--- src/rtl/uart_tx_ctrl.sv ---
// UART transmit frame sequencer: steps serializer and output mux through
// start, data, optional parity and stop bit times, one bit per CLK cycle.
module uart_tx_ctrl #(
  parameter int unsigned DATA_WIDTH = 8,
  parameter int unsigned STOP_BITS  = 1
) (
  input  logic       CLK,
  input  logic       RST,
  input  logic       Data_Valid,
  input  logic       PAR_EN,
  output logic       ser_load,
  output logic       ser_en,
  output logic [1:0] mux_sel,
  output logic       busy,
  output logic       frame_done
);

  localparam int unsigned CntW = $clog2(DATA_WIDTH + 1);
  localparam logic [CntW-1:0] LastBit = CntW'(DATA_WIDTH - 1);
  localparam logic LastStop = (STOP_BITS > 1);

  typedef enum logic [2:0] {
    StIdle   = 3'd0,
    StStart  = 3'd1,
    StData   = 3'd2,
    StParity = 3'd3,
    StStop   = 3'd4
  } state_e;

  state_e          state_q, state_d;
  logic [CntW-1:0] bit_cnt_q, bit_cnt_d;
  logic            stop_cnt_q, stop_cnt_d;
  logic            par_en_q, par_en_d;

  logic [1:0] mux_sel_q, mux_sel_d;
  logic       busy_q, busy_d;
  logic       ser_load_q, ser_load_d;
  logic       ser_en_q, ser_en_d;
  logic       frame_done_q, frame_done_d;

  always_comb begin
    state_d    = state_q;
    bit_cnt_d  = bit_cnt_q;
    stop_cnt_d = stop_cnt_q;
    par_en_d   = par_en_q;
    case (state_q)
      StIdle: begin
        if (Data_Valid) begin
          state_d  = StStart;
          par_en_d = PAR_EN;
        end
      end
      StStart: begin
        state_d   = StData;
        bit_cnt_d = '0;
      end
      StData: begin
        bit_cnt_d = bit_cnt_q + 1'b1;
        if (bit_cnt_q == LastBit) begin
          state_d    = par_en_q ? StParity : StStop;
          stop_cnt_d = 1'b0;
        end
      end
      StParity: begin
        state_d    = StStop;
        stop_cnt_d = 1'b0;
      end
      StStop: begin
        if (stop_cnt_q == LastStop) begin
          // Back-to-back frames skip IDLE entirely.
          if (Data_Valid) begin
            state_d  = StStart;
            par_en_d = PAR_EN;
          end else begin
            state_d = StIdle;
          end
        end else begin
          stop_cnt_d = 1'b1;
        end
      end
      default: state_d = StIdle;
    endcase
  end

  // Outputs decoded from the next state so the registers line up with state_q.
  always_comb begin
    mux_sel_d    = 2'b01;
    busy_d       = 1'b0;
    ser_load_d   = 1'b0;
    ser_en_d     = 1'b0;
    frame_done_d = 1'b0;
    case (state_d)
      StStart: begin
        mux_sel_d  = 2'b00;
        busy_d     = 1'b1;
        ser_load_d = 1'b1;
      end
      StData: begin
        mux_sel_d = 2'b10;
        busy_d    = 1'b1;
        ser_en_d  = 1'b1;
      end
      StParity: begin
        mux_sel_d = 2'b11;
        busy_d    = 1'b1;
      end
      StStop: begin
        busy_d       = 1'b1;
        frame_done_d = (stop_cnt_d == LastStop);
      end
      default: ;
    endcase
  end

  always_ff @(posedge CLK or negedge RST) begin
    if (!RST) begin
      state_q      <= StIdle;
      bit_cnt_q    <= '0;
      stop_cnt_q   <= 1'b0;
      par_en_q     <= 1'b0;
      mux_sel_q    <= 2'b01;
      busy_q       <= 1'b0;
      ser_load_q   <= 1'b0;
      ser_en_q     <= 1'b0;
      frame_done_q <= 1'b0;
    end else begin
      state_q      <= state_d;
      bit_cnt_q    <= bit_cnt_d;
      stop_cnt_q   <= stop_cnt_d;
      par_en_q     <= par_en_d;
      mux_sel_q    <= mux_sel_d;
      busy_q       <= busy_d;
      ser_load_q   <= ser_load_d;
      ser_en_q     <= ser_en_d;
      frame_done_q <= frame_done_d;
    end
  end

  assign mux_sel    = mux_sel_q;
  assign busy       = busy_q;
  assign ser_load   = ser_load_q;
  assign ser_en     = ser_en_q;
  assign frame_done = frame_done_q;

endmodule

--- config.mk ---
export PLATFORM = sky130hd
export DESIGN_NAME = uart_tx_ctrl
export DESIGN_NICKNAME = d
export VERILOG_FILES = /design/src/rtl/uart_tx_ctrl.sv
export SDC_FILE = /design/constraint.sdc
export NUM_CORES = 1
export LEC_CHECK = 0
export ABC_AREA = 1
export CORE_MARGIN = 5
export CORE_UTILIZATION = 43
export DETAILED_ROUTE_END_ITERATION = 10
export PLACE_DENSITY = 0.75
export SLEW_MARGIN = 30
export SYNTH_ARGS = -nofsm -noshare
export SYNTH_HDL_FRONTEND = slang
export SYNTH_SLANG_ARGS = --single-unit
--- constraint.sdc ---
create_clock -name CLK -period 2.4 [get_ports CLK]
set_input_delay 0.6 -clock CLK [delete_from_list [all_inputs] [get_ports CLK]]
set_output_delay 0.6 -clock CLK [all_outputs]
set_load 0.05 [all_outputs]
# Yosys cells after proc, flatten, opt, wreduce, memory -nomap -nowiden
# Index checks and enable logic that the tools add are counted.
dict set report op_classes {
  n_addsub 1
  eq_ne 10
  mux 18
  bitwise 1
  reduce_logical 5
}
# op n
set op_table {}
lappend op_table {{$pmux 3 s5} 1}
lappend op_table {{$eq 3x2->1 const B} 4}
lappend op_table {{$mux 3} 4}
lappend op_table {{$mux 1} 9}
lappend op_table {{$pmux 4 s2} 1}
lappend op_table {{$eq 3x1->1 const B} 2}
lappend op_table {{$eq 3x3->1 const B} 2}
lappend op_table {{$pmux 2 s3} 1}
lappend op_table {{$add 4x1->4 const B} 1}
lappend op_table {{$eq 4x3->1 const B} 1}
lappend op_table {{$reduce_bool 2->1} 2}
lappend op_table {{$reduce_or 4->1} 1}
lappend op_table {{$logic_not 3->1} 1}
lappend op_table {{$pmux 1 s3} 1}
lappend op_table {{$ne 2x2->1 const B} 1}
lappend op_table {{$pmux 1 s2} 1}
lappend op_table {{$reduce_and 2->1} 1}
lappend op_table {{$not 1->1} 1}
dict set report word_totals {
  register_bits 15
  in_bits 4
  output_inout_bits 6
  elab_cells 44
}

# Longest topological paths before layout
# Gate-level depths: netlist of the first run.
dict set report logic_depth {
  ltp_word 6
  depth_mapped 7
  mapped_depth_nobuf 7
}

# Least setup slack after synthesis of the first run
# Ideal clock, no wire load.
dict set report synth_path {
  path_type {reg2out}
  from {register mux_sel_q[0], in the netlist mux_sel[0]}
  to {output port mux_sel[0]}
  arrival_ps 656
  t_required_ps 1800
  slack_ps 1144
  path_stages_with_launch 1
  path_buffers 0
  path_cell_list {dfstp_2}
}
# item line
set synth_rtl {}
lappend synth_rtl {{start, declared} 35} ;# logic [1:0] mux_sel_q, mux_sel_d;
lappend synth_rtl {{start signal, assigned} 131} ;# mux_sel_q <= mux_sel_d;
lappend synth_rtl {{end, declared} 13} ;# output logic [1:0] mux_sel,
# No word-level cell between the ends.

# Worst setup path after layout of the first run
dict set report layout_path {
  from {register mux_sel_q[0], in the netlist mux_sel[0]}
  to {output port mux_sel[0]}
}
# No word-level cell between the ends.

==> run metrics, run 1 <==
Min Hold Slack 530.7 ps; vias in the first global route 561; DR vias/cell 5.472; crit path DAT 1590 ps; final WL 1335 um; # resized after CTS 0; post-layout net count 98; CP bufs+invs 1; CTS Hold Buffers Added 0; final hold vios 0; Sw Share 0.4846; Net Switching 0.5927 mW; Synth Instances 79; Critical Path RT 1800 ps; diodes inserted 0; Tmin final 2194 ps; Worst Clk Skew 5.390 ps; clk sink count 15; overall routing resource usage 0.1199; power share of the combinational group 0.508; Clock power frac 0.116; Clock Latency Late Sink 280 ps; I/O pins 10; hpwl dp 1032 um; Layout area overhead 19.26%; DRC 0; hold crit path type reg -> reg; Crit path max-delay family buffers and inverters; Post-Syn Area 708.2 um2; Yosys top cell by area dfrtp_1; filler cell count 146; final worst slack 206.3 ps; CTS tree done; average size of a mapped cell 8.964 um2; P_int 0.6302 mW; initial antenna violation count 0; Seq pwr share 0.376; htree depth 1; Buffers on Ports 9; pwr dens 1448 mW/mm2; hold path startpoint bit_cnt_q[1]$_DFFE_PN0P_; DR vias 591; post-synth top area share 0.4947; reg2reg path depth 6; syn nets 84; 1st-iter DRT viols 11; Overflow after GRT 0; total core area 0.001541 mm2; max-slew violation count 0; Initial Util 0.4594; Worst R2R Setup Slack 1080 ps; peak supply drop 0.0008351 V; Multi-input gate area 294.0 um2; crit start category register; worst reg2reg path endpoint busy$_DFF_PN0_; Netlist cell types 19; row cnt 14; worst-path maximum fanout 1; Finished Layout Cells 108; outcome complete, no violations; max incr delay on CP 790 ps; Synth area leaders dfrtp_1, nand2_1, nand3_1; largest net degree at the start of global routing 16; R2R Path Start bit_cnt_q[0]$_DFFE_PN0P_; count leader, synth nand2_1; CP Capture Type primary output; RSZ-0062 raised after global routing no; Post-synth top cells nand2_1, dfrtp_1, inv_1, nand3_1; worst path cell trace clkdlybuf4s50_1; CTS buffer count 3; Max Clk Rate 455.9 MHz; clk slew on worst S/H paths 90 ps; Top FF cell, synth dfrtp_1; Die Ht 50.58 um; Root Buffer clkbuf_4; Initial DRT Pass Iterations 4; gpl congestion 0.8541; Least-Margin Pin Slew 634.0 ps; Yosys reg bits 15; post-synthesis sequential area ratio 0.5318; Max-Slew Margin vs Limit 0.5760; post-synthesis async set-or-reset flop share 1.000; Placed Instances 104; first-pass GRT wire length 2366 um; antenna viol nets, final 0; Avg WL per Cell 12.36 um; Synth warnings 0; dpl ws 513.3 ps; Leakage Power 0.4008 nW; max_cap viols 0; Die Area 0.002558 mm2; Setup Buffers After CTS 0; final setup vio count 0; hold depth 2; WS Path Type reg -> out; Min-Delay Endpoint bit_cnt_q[1]$_DFFE_PN0P_; Reg area 376.6 um2; Clock Path Buffers 2; Final TNS setup 0 ps; final worst-path cycle share 0.9140; Die W 50.58 um; Slowest-stage cell, CP clkdlybuf4s50_1; number of synthesized flops with an enable pin 0; layout cell share with drive strength beyond 1 0.1739; overall power 1.223 mW
-- kinds of logic (layout without fill, tap and decap cells) --
kind of cell,after synthesis,after routing,share of synthesized area
DFF,15,15,0.5318
and+or+nand+nor,42,42,0.3145
xor gates and xnor gates,1,1,0.01237
buffers and inverters,10,23,0.05301
AOI/OAI and AO/OA,10,10,0.07066
adders and majority gates,1,1,0.01767
-- power by group through the flow --
stage               clock [mW]  combinational, mW  sequential, mW
global placement             0              0.606           0.461
floorplan                    0              0.296           0.608
global route             0.160              0.687           0.474
finish                   0.142              0.621           0.459
CTS                      0.147              0.625           0.459
detailed placement           0              0.624           0.463
-- cells in the final DEF, fill, tap and decap left out --
master / count
a21oi_1: 3
clkbuf_1: 1
clkbuf_4: 3
clkdlybuf4s50_1: 9
dfrtp_1: 14
dfstp_2: 1
ha_1: 1
inv_1: 7
inv_2: 3
nand2_1: 17
nand2_2: 2
nand2_4: 2
nand3_1: 7
nand3_2: 2
nand4_1: 2
nor2_1: 6
nor2_2: 1
nor2_4: 2
nor3_1: 1
o21ai_0: 6
o21ai_1: 1
xor2_1: 1
-- flip-flops by register name (all words and copies together), names as in the netlist --
register / flops
frame_done: 1
busy: 1
ser_load: 1
mux_sel: 2
ser_en: 1
bit_cnt_q: 4
par_en_q: 1
state_q: 3
stop_cnt_q: 1
-- cell type report --
type                            count  share of cell area
Clock buffer                        4             0.03111
Timing Repair Buffer                9              0.1067
Multi-Input combinational cell     54              0.3481
Sequential cell                    15              0.4459
Inverter                           10             0.04444
Tap cell                           16             0.02370
-- routing by layer --
metal	track usage	up-vias	share of wire
met4	0.03830	0	0.0090
li1	-	285	-
met5	0	-	0
met3	0.05621	2	0.070
met1	0.1319	287	0.40
met2	0.2025	17	0.52
-- through the flow --
stage / util / area [um2]
detailed placement: 0.5308 / 818.3
floorplan: - / 708.2
CTS: 0.5479 / 844.6
finish: 0.5479 / 844.6
global placement: 0.5308 / 818.3
global route: 0.5479 / 844.6
-- worst max-delay path by stage --
stage | startpoint | slack [ps] | depth (start not counted) | end
final | mux_sel[0]$_DFF_PN1_ | 210 | 1 | mux_sel[0]
after global routing | mux_sel[0]$_DFF_PN1_ | 160 | 1 | mux_sel[0]
after CTS | mux_sel[0]$_DFF_PN1_ | 190 | 1 | mux_sel[0]
after detailed placement | mux_sel[0]$_DFF_PN1_ | 510 | 1 | mux_sel[0]
after global placement | mux_sel[0]$_DFF_PN1_ | 520 | 1 | mux_sel[0]
after floorplan | mux_sel[0]$_DFF_PN1_ | 1140 | 0 | mux_sel[0]
No activity file was read; power rests on OpenSTA's default activity.
==> inputs of run 2 (changes only) <==
--- a/config.mk
+++ b/config.mk
@@ -10,6 +10,7 @@
 export CORE_UTILIZATION = 43
 export DETAILED_ROUTE_END_ITERATION = 10
 export PLACE_DENSITY = 0.75
+export REMOVE_ABC_BUFFERS = 1
 export SLEW_MARGIN = 30
 export SYNTH_ARGS = -nofsm -noshare
 export SYNTH_HDL_FRONTEND = slang
==> results of run 2 <==
Final layout, timing and power as in run 1 (identical DEF).
==> inputs of run 3 (changes only) <==
--- a/config.mk
+++ b/config.mk
@@ -9,6 +9,7 @@
 export CORE_MARGIN = 5
 export CORE_UTILIZATION = 43
 export DETAILED_ROUTE_END_ITERATION = 10
+export GPL_ROUTABILITY_DRIVEN = 0
 export PLACE_DENSITY = 0.75
 export REMOVE_ABC_BUFFERS = 1
 export SLEW_MARGIN = 30
==> results of run 3 <==
Final layout, timing and power as in run 1 (identical DEF).
